### src/rtl/sram_rd_ctrl.sv
// sram_rd_ctrl: tile read sequencer feeding sram_buffer.
// Walks a rows x cols tile at base + r*stride + c, drives the SRAM port
// combinationally and produces data_vld/row_last aligned with douta_buf.
// Host single-word writes are passed through only while idle.
// Optional build macro SRAM_RD_PERF_EN adds the stall_cnt performance counter.

module sram_rd_ctrl #(
   parameter int unsigned ADDR_W = 10,
   parameter int unsigned CNT_W  = 8,
   parameter int unsigned RD_LAT = 2
) (
   input  logic              clka,
   input  logic              rstn,
   input  logic              start,
   input  logic [ADDR_W-1:0] base_addr,
   input  logic [CNT_W-1:0]  rows,
   input  logic [CNT_W-1:0]  cols,
   input  logic [ADDR_W-1:0] stride,
   input  logic              stall,
   input  logic              host_we,
   input  logic [ADDR_W-1:0] host_addr,
   output logic              ena,
   output logic              wea,
   output logic [ADDR_W-1:0] addra,
   output logic              data_vld,
   output logic              row_last,
   output logic              busy,
   output logic              done,
`ifdef SRAM_RD_PERF_EN
   output logic [15:0]       stall_cnt,
`endif
   output logic              wr_drop
);

   localparam int unsigned DrainW = (RD_LAT < 2) ? 1 : $clog2(RD_LAT + 1);

   typedef enum logic [1:0] {
      StIdle,
      StRead,
      StDrain,
      StDone
   } state_e;

   state_e              state_q, state_d;
   logic [CNT_W-1:0]    rows_q, rows_d;
   logic [CNT_W-1:0]    cols_q, cols_d;
   logic [ADDR_W-1:0]   stride_q, stride_d;
   logic [CNT_W-1:0]    r_q, r_d;
   logic [CNT_W-1:0]    c_q, c_d;
   logic [ADDR_W-1:0]   row_base_q, row_base_d;
   logic [DrainW-1:0]   drain_q, drain_d;
   logic [RD_LAT-1:0]   vld_pipe_q, vld_pipe_d;
   logic [RD_LAT-1:0]   last_pipe_q, last_pipe_d;
   logic                wr_drop_q, wr_drop_d;

   logic                issue;
   logic                col_end;
   logic                row_end;
   logic                start_acc;

   assign start_acc = (state_q == StIdle) && start;
   assign issue     = (state_q == StRead) && !stall;
   assign col_end   = (c_q == cols_q - CNT_W'(1));
   assign row_end   = (r_q == rows_q - CNT_W'(1));

   // SRAM port: host write in idle (start has priority), otherwise tile reads
   always_comb begin
      ena   = 1'b0;
      wea   = 1'b0;
      addra = '0;
      if ((state_q == StIdle) && host_we && !start) begin
         ena   = 1'b1;
         wea   = 1'b1;
         addra = host_addr;
      end else if (issue) begin
         ena   = 1'b1;
         addra = row_base_q + ADDR_W'(c_q);
      end
   end

   // Next-state: tile walk, drain timer and config capture
   always_comb begin
      state_d    = state_q;
      rows_d     = rows_q;
      cols_d     = cols_q;
      stride_d   = stride_q;
      r_d        = r_q;
      c_d        = c_q;
      row_base_d = row_base_q;
      drain_d    = drain_q;
      unique case (state_q)
         StIdle: begin
            if (start) begin
               rows_d     = rows;
               cols_d     = cols;
               stride_d   = stride;
               r_d        = '0;
               c_d        = '0;
               row_base_d = base_addr;
               // Empty tile skips straight to completion without touching SRAM
               if ((rows == '0) || (cols == '0)) begin
                  state_d = StDone;
               end else begin
                  state_d = StRead;
               end
            end
         end
         StRead: begin
            if (issue) begin
               if (col_end) begin
                  c_d        = '0;
                  r_d        = r_q + CNT_W'(1);
                  row_base_d = row_base_q + stride_q;
                  if (row_end) begin
                     state_d = StDrain;
                     drain_d = '0;
                  end
               end else begin
                  c_d = c_q + CNT_W'(1);
               end
            end
         end
         StDrain: begin
            // Hold until the last issued read has reached douta_buf
            if (drain_q == DrainW'(RD_LAT - 1)) begin
               state_d = StDone;
            end else begin
               drain_d = drain_q + DrainW'(1);
            end
         end
         StDone: begin
            state_d = StIdle;
         end
         default: begin
            state_d = StIdle;
         end
      endcase
   end

   // Valid/row-last delay lines matching the BRAM + sram_buffer latency
   always_comb begin
      vld_pipe_d     = '0;
      last_pipe_d    = '0;
      vld_pipe_d[0]  = issue;
      last_pipe_d[0] = issue && col_end;
      for (int unsigned i = 1; i < RD_LAT; i++) begin
         vld_pipe_d[i]  = vld_pipe_q[i-1];
         last_pipe_d[i] = last_pipe_q[i-1];
      end
   end

   // A host write is lost whenever it cannot be granted the SRAM port
   always_comb begin
      wr_drop_d = host_we && ((state_q != StIdle) || start);
   end

   // State and datapath registers
   always_ff @(posedge clka or negedge rstn) begin
      if (!rstn) begin
         state_q     <= StIdle;
         rows_q      <= '0;
         cols_q      <= '0;
         stride_q    <= '0;
         r_q         <= '0;
         c_q         <= '0;
         row_base_q  <= '0;
         drain_q     <= '0;
         vld_pipe_q  <= '0;
         last_pipe_q <= '0;
         wr_drop_q   <= 1'b0;
      end else begin
         state_q     <= state_d;
         rows_q      <= rows_d;
         cols_q      <= cols_d;
         stride_q    <= stride_d;
         r_q         <= r_d;
         c_q         <= c_d;
         row_base_q  <= row_base_d;
         drain_q     <= drain_d;
         vld_pipe_q  <= vld_pipe_d;
         last_pipe_q <= last_pipe_d;
         wr_drop_q   <= wr_drop_d;
      end
   end

   assign data_vld = vld_pipe_q[RD_LAT-1];
   assign row_last = last_pipe_q[RD_LAT-1];
   assign busy     = (state_q == StRead) || (state_q == StDrain);
   assign done     = (state_q == StDone);
   assign wr_drop  = wr_drop_q;

`ifdef SRAM_RD_PERF_EN
   logic [15:0] stall_cnt_q, stall_cnt_d;

   // Saturating count of stalled READ cycles, restarted per tile
   always_comb begin
      stall_cnt_d = stall_cnt_q;
      if (start_acc) begin
         stall_cnt_d = '0;
      end else if ((state_q == StRead) && stall && (stall_cnt_q != 16'hFFFF)) begin
         stall_cnt_d = stall_cnt_q + 16'd1;
      end
   end

   // Performance counter register
   always_ff @(posedge clka or negedge rstn) begin
      if (!rstn) begin
         stall_cnt_q <= '0;
      end else begin
         stall_cnt_q <= stall_cnt_d;
      end
   end

   assign stall_cnt = stall_cnt_q;
`else
   logic unused_start_acc;
   assign unused_start_acc = start_acc;
`endif

endmodule

### config.mk
export PLATFORM = sky130hd
export DESIGN_NAME = sram_rd_ctrl
export DESIGN_NICKNAME = d
export VERILOG_FILES = /design/src/rtl/sram_rd_ctrl.sv
export SDC_FILE = /design/constraint.sdc
export NUM_CORES = 1
export LEC_CHECK = 0
export BUFFER_PORTS_ARGS = -buffer_cell sky130_fd_sc_hd__buf_2
export CORE_ASPECT_RATIO = 1.75
export CORE_MARGIN = 2
export CORE_UTILIZATION = 62
export CTS_CLUSTER_SIZE = 40
export DETAILED_ROUTE_END_ITERATION = 6
export PLACE_DENSITY = 0.87
export SLEW_MARGIN = 5
export SYNTH_ARGS = -nofsm -noshare
export SYNTH_HDL_FRONTEND = slang
export SYNTH_SLANG_ARGS = --single-unit
### constraint.sdc
create_clock -name clka -period 8.49 [get_ports clka]
set_clock_uncertainty 0.15 [all_clocks]
set_input_delay 1.698 -clock clka [delete_from_list [all_inputs] [get_ports clka]]
set_output_delay 1.698 -clock clka [all_outputs]
set_load 0.005 [all_outputs]
# After elaboration in Yosys (flattened, before gate mapping)

Index checks and enable logic that the tools add are counted.

Add/sub/neg operators: 7
Equality and inequality tests: 12
Mux-type cells: 28
Reduce and logical (&&, ||, !) cells: 21

Operators by type and width:

| kind                                                | number |
|---|---|
| two-way mux 10 bit                                  | 5 |
| two-way mux 8 bit                                   | 5 |
| case mux 8 bit (2 select lines)                     | 2 |
| two-way mux 2 bit                                   | 10 |
| case mux 10 bit (2 select lines)                    | 1 |
| adder 8 x 1 -> 8 bit, second input constant         | 2 |
| equality test 8 bit                                 | 2 |
| zero test 8 bit                                     | 2 |
| subtractor 8 x 1 -> 8 bit, second input constant    | 2 |
| != test 2 bit, second input constant                | 6 |
| adder 10 bit                                        | 1 |
| adder 10 x 8 -> 10 bit                              | 1 |
| AND reduction 5 bit                                 | 2 |
| case mux 2 bit (4 select lines)                     | 1 |
| nonzero test 2 bit                                  | 3 |
| logical AND 1 bit                                   | 5 |
| equality test 2 x 1 -> 1 bit, second input constant | 2 |
| equality test 2 bit, second input constant          | 2 |
| case mux 2 bit (2 select lines)                     | 1 |
| AND reduction 4 bit                                 | 1 |
| logical OR 1 bit                                    | 3 |
| two-way mux 1 bit                                   | 3 |
| AND reduction 3 bit                                 | 1 |
| adder 2 x 1 -> 2 bit, second input constant         | 1 |
| other kinds (3)                                     | 4 |

Output and inout bits: 17
Logic and storage cells: 79
Register bits: 61
Bits of input ports: 51

# Logic depth before layout (Yosys ltp)

Depth after elaboration: 6
Mapped depth: 10

# Least setup slack after synthesis

No wires, ideal clock.

Path kind: input-to-output
Start point: input port start
End point: output port addra[8]
Path buffers: 2
Data arrival time: 2.747 ns
Cell stages on the path: 5
Slack: 3.895 ns
Data required time: 6.642 ns
Path through: nor2b_1 -> and2_1 -> clkbuf_1 -> buf_1 -> a32o_1

Word-level cells in the longest chain between the ends: 3

RTL lines:

| item               | line | RTL |
|---|---|---|
| start: declaration | 14   | `input logic start,` |
| zero test 1 bit    | 71   | `if ((state_q == StIdle) && host_we && !start) begin` |
| logical AND 1 bit  | 71   |  |
| two-way mux 10 bit | 71   |  |
| end: declaration   | 24   | `output logic [ADDR_W-1:0] addra,` |

No other way between the ends.

# Worst setup path in the final report

Ends and elaborated chain as after synthesis.

==> results_dict.tcl <==
set metrics [dict create \
    tightest_slew_ns 0.780 \
    cp-start-kind "input pin" \
    initial_core_util_pct 64.0 \
    swShare_pct 26.8 \
    path_clk_slew_ns 0.05 \
    clock-sinks 61 \
    synth_edf_count 0 \
    critical_path_class "in2out" \
    critPathArrivalTime_ns 3.33 \
    cpMaxStageDelayCell "and2_1" \
    seq_power_share_pct 39.9 \
    viasPerCell 6.16 \
    yosys_warnings 0 \
    hpwl_um 7380 \
    fp-row-count 39 \
    avgSynthCellArea_um2 9.57 \
    hold_viol 0 \
    slew-limit-headroom_pct 48.0 \
    reg2reg_depth 8 \
    wl_per_cell_um 17.1 \
    synthDominantCellAreaShare_pct 36.5 \
    grt_pass1_wl_um 16800 \
    synth.most_common_cell "dfrtp_1" \
    drv_slew 0 \
    yosys-top-cells-area "dfrtp_1 (36%), ha_1 (7.8%), mux2_2 (7.3%)" \
    crit_start "start" \
    cts-root-buf "clkbuf_16" \
    worstSkewPairLatency_ns 0.34 \
    die_w_um 66.1 \
    grt.total_usage_pct 29.7 \
    io_pins 68 \
    ir_worst_vdd_mv 0.171 \
    insertedDiodeCount 0 \
    gp_congestion 0.882 \
    ys_async_sr_fraction_pct 100 \
    core_area_um2 6540 \
    cts_made_buffers 9 \
    netlist_area_um2 4180 \
    cts_resized 0 \
    die-area_um2 7450 \
    dr.pass1.iters 4 \
    drive_gt1_share_pct 24.5 \
    layout_min_cycle_time_ns 5.18 \
    fin_setup_tns_ns 0 \
    critPathMaxFanout 19 \
    max_freq_mhz 193 \
    cp_cell_sequence "buf_2, nor2b_1, and2_1, nor2_1, a32o_1, buf_2" \
    wirelength_um 10100 \
    power_leakage_nw 2.41 \
    cp-endpoint "addra[8]" \
    syn_to_final_growth_pct 16.5 \
    die_y_um 113 \
    synth_common_cells "dfrtp_1 (61), nor2_1 (41), nand2_1 (30), mux2_2 (27)" \
    ant_nets 0 \
    io_buffers 67 \
    ys.flop_type "dfrtp_1" \
    finalSetupViolations 0 \
    grt_antenna_before_repair 0 \
    synthesis.nets 516 \
    worstReg2RegStart "cols_q[0]$_DFFE_PN0P_" \
    cellPowerDensity_nw_per_um2 168 \
    drc 0 \
    grt_max_degree 62 \
    nNetsFinal 583 \
    grt_pass1_vias 3660 \
    post_cts_buffers 0 \
    hold_buffers 0 \
    endpoint_kind "output pin" \
    fillers 488 \
    cap_violations 0 \
    hold_path_class "reg2reg" \
    ys_ff_latch 61 \
    power_uw 818 \
    cts_tree "built" \
    route.vias.total 3631 \
    timing.rr.end "state_q[1]$_DFFE_PN0P_" \
    cpPeakStageDelay_ns 0.65 \
    regToRegSetupSlack_ns 5.34 \
    netlist-cell-type-count 57 \
    p_clk_share_pct 43.7 \
    required_ns 6.64 \
    p_comb_share_pct 16.4 \
    period_share_pct 61.0 \
    p_switching_uw 219 \
    rsz0062_at_grt "no" \
    yosysTopAreaCell "dfrtp_1" \
    synthCells 437 \
    cts_htree_levels 3 \
    cts_buffer_depth 2 \
    worst_path_most_repeated_cell "buf_2" \
    drt_iter0_drc 206 \
    status "finished, final reports clean" \
    overflow 0 \
    seq_area_frac_synth_pct 36.5 \
    p_int_uw 599 \
]
[power by group through the flow]
stage / logic, mW / registers, mW / clock network (mW)
final: 0.134 / 0.326 / 0.358
after global routing: 0.149 / 0.328 / 0.372
after CTS: 0.133 / 0.326 / 0.360
after detailed placement: 0.129 / 0.329 / 0
after global placement: 0.125 / 0.329 / 0
after floorplan: 0.0936 / 0.321 / 0
[per-layer routing]
layer  routed length [um]  GRT usage (%)  share of wire (%)  up-vias
li1                     -              -                  -     1698
met1                 3900           33.5                 39     1781
met2                 5270           50.7                 52      113
met3                  422           6.01                4.2       39
met4                  494           16.9                4.9        0
met5                    0              0                  0        -
[per-stage QoR]
stage / setup slack, ns / utilization [%] / hold slack, ns / area (um^2) / std cells
after floorplan: 3.90 / - / 0.181 / 4180 / 437
after global placement: 3.42 / 70.2 / 0.182 / 4590 / 575
after detailed placement: 3.37 / 70.2 / 0.185 / 4590 / 575
after CTS: 3.35 / 74.5 / 0.195 / 4870 / 589
after global routing: 3.21 / 74.5 / 0.210 / 4870 / 589
final: 3.31 / 74.5 / 0.192 / 4870 / 589
[placed cells by master (no fill, tap or decap), types with 6 or more instances in the layout]
| cell | count |
|---|---|
| o21ai_0 | 21 |
| xor2_1 | 13 |
| nor3_1 | 8 |
| inv_1 | 22 |
| nand3_1 | 7 |
| nand2_1 | 30 |
| nand2b_1 | 7 |
| nor2b_1 | 10 |
| a211oi_1 | 7 |
| nor4_1 | 6 |
| mux2_2 | 27 |
| ha_1 | 26 |
| mux2i_1 | 13 |
| nor2_1 | 41 |
| o31ai_1 | 6 |
| buf_2 | 67 |
| clkbuf_16 | 9 |
| dfrtp_1 | 61 |
| xnor2_1 | 26 |
| a21oi_1 | 21 |
[flip-flops by register name, indices dropped and copies added (netlist names)]
register / flops
rows_q: 8
drain_q: 2
vld_pipe_q: 2
stride_q: 10
c_q: 8
last_pipe_q: 2
r_q: 8
row_base_q: 10
cols_q: 8
wr_drop: 1
state_q: 2
[cells by family after synthesis]
| logic type | Yosys count | share of synthesized area [%] |
|---|---|---|
| flops | 61 | 36.5 |
| xor+xnor | 39 | 8.17 |
| simple gates | 140 | 17.0 |
| compound gates | 92 | 15.7 |
| fa+ha+maj | 28 | 8.73 |
| buf+inv | 37 | 3.53 |
| mux | 40 | 10.4 |
[area by class of cell]
type / count / area, um^2 / area share, %
multi-input combinational: 339 / 2510 / 51.6
clock buffer: 12 / 246 / 5.06
inverter: 22 / 82.6 / 1.70
tap: 82 / 103 / 2.11
clock inverter: 2 / 35.0 / 0.719
timing repair buffer: 71 / 365 / 7.50
sequential: 61 / 1530 / 31.3
[how the worst min path moves through the flow]
stage	start	end	slack, ns	depth (start not counted)
after CTS	vld_pipe_q[0]$_DFF_PN0_	vld_pipe_q[1]$_DFF_PN0_	0.19	0
after floorplan	last_pipe_q[0]$_DFF_PN0_	last_pipe_q[1]$_DFF_PN0_	0.18	0
final	vld_pipe_q[0]$_DFF_PN0_	vld_pipe_q[1]$_DFF_PN0_	0.19	0
after global routing	vld_pipe_q[0]$_DFF_PN0_	vld_pipe_q[1]$_DFF_PN0_	0.21	0
after detailed placement	vld_pipe_q[0]$_DFF_PN0_	vld_pipe_q[1]$_DFF_PN0_	0.18	0
after global placement	last_pipe_q[0]$_DFF_PN0_	last_pipe_q[1]$_DFF_PN0_	0.18	0
[worst max-delay path: cells and delay by family]
family / cells / cell delay (ns)
compound gates: 1 / 0.28
buf+inv: 2 / 0.23
simple gates: 3 / 1.12
No activity file was read; power rests on OpenSTA's default activity.
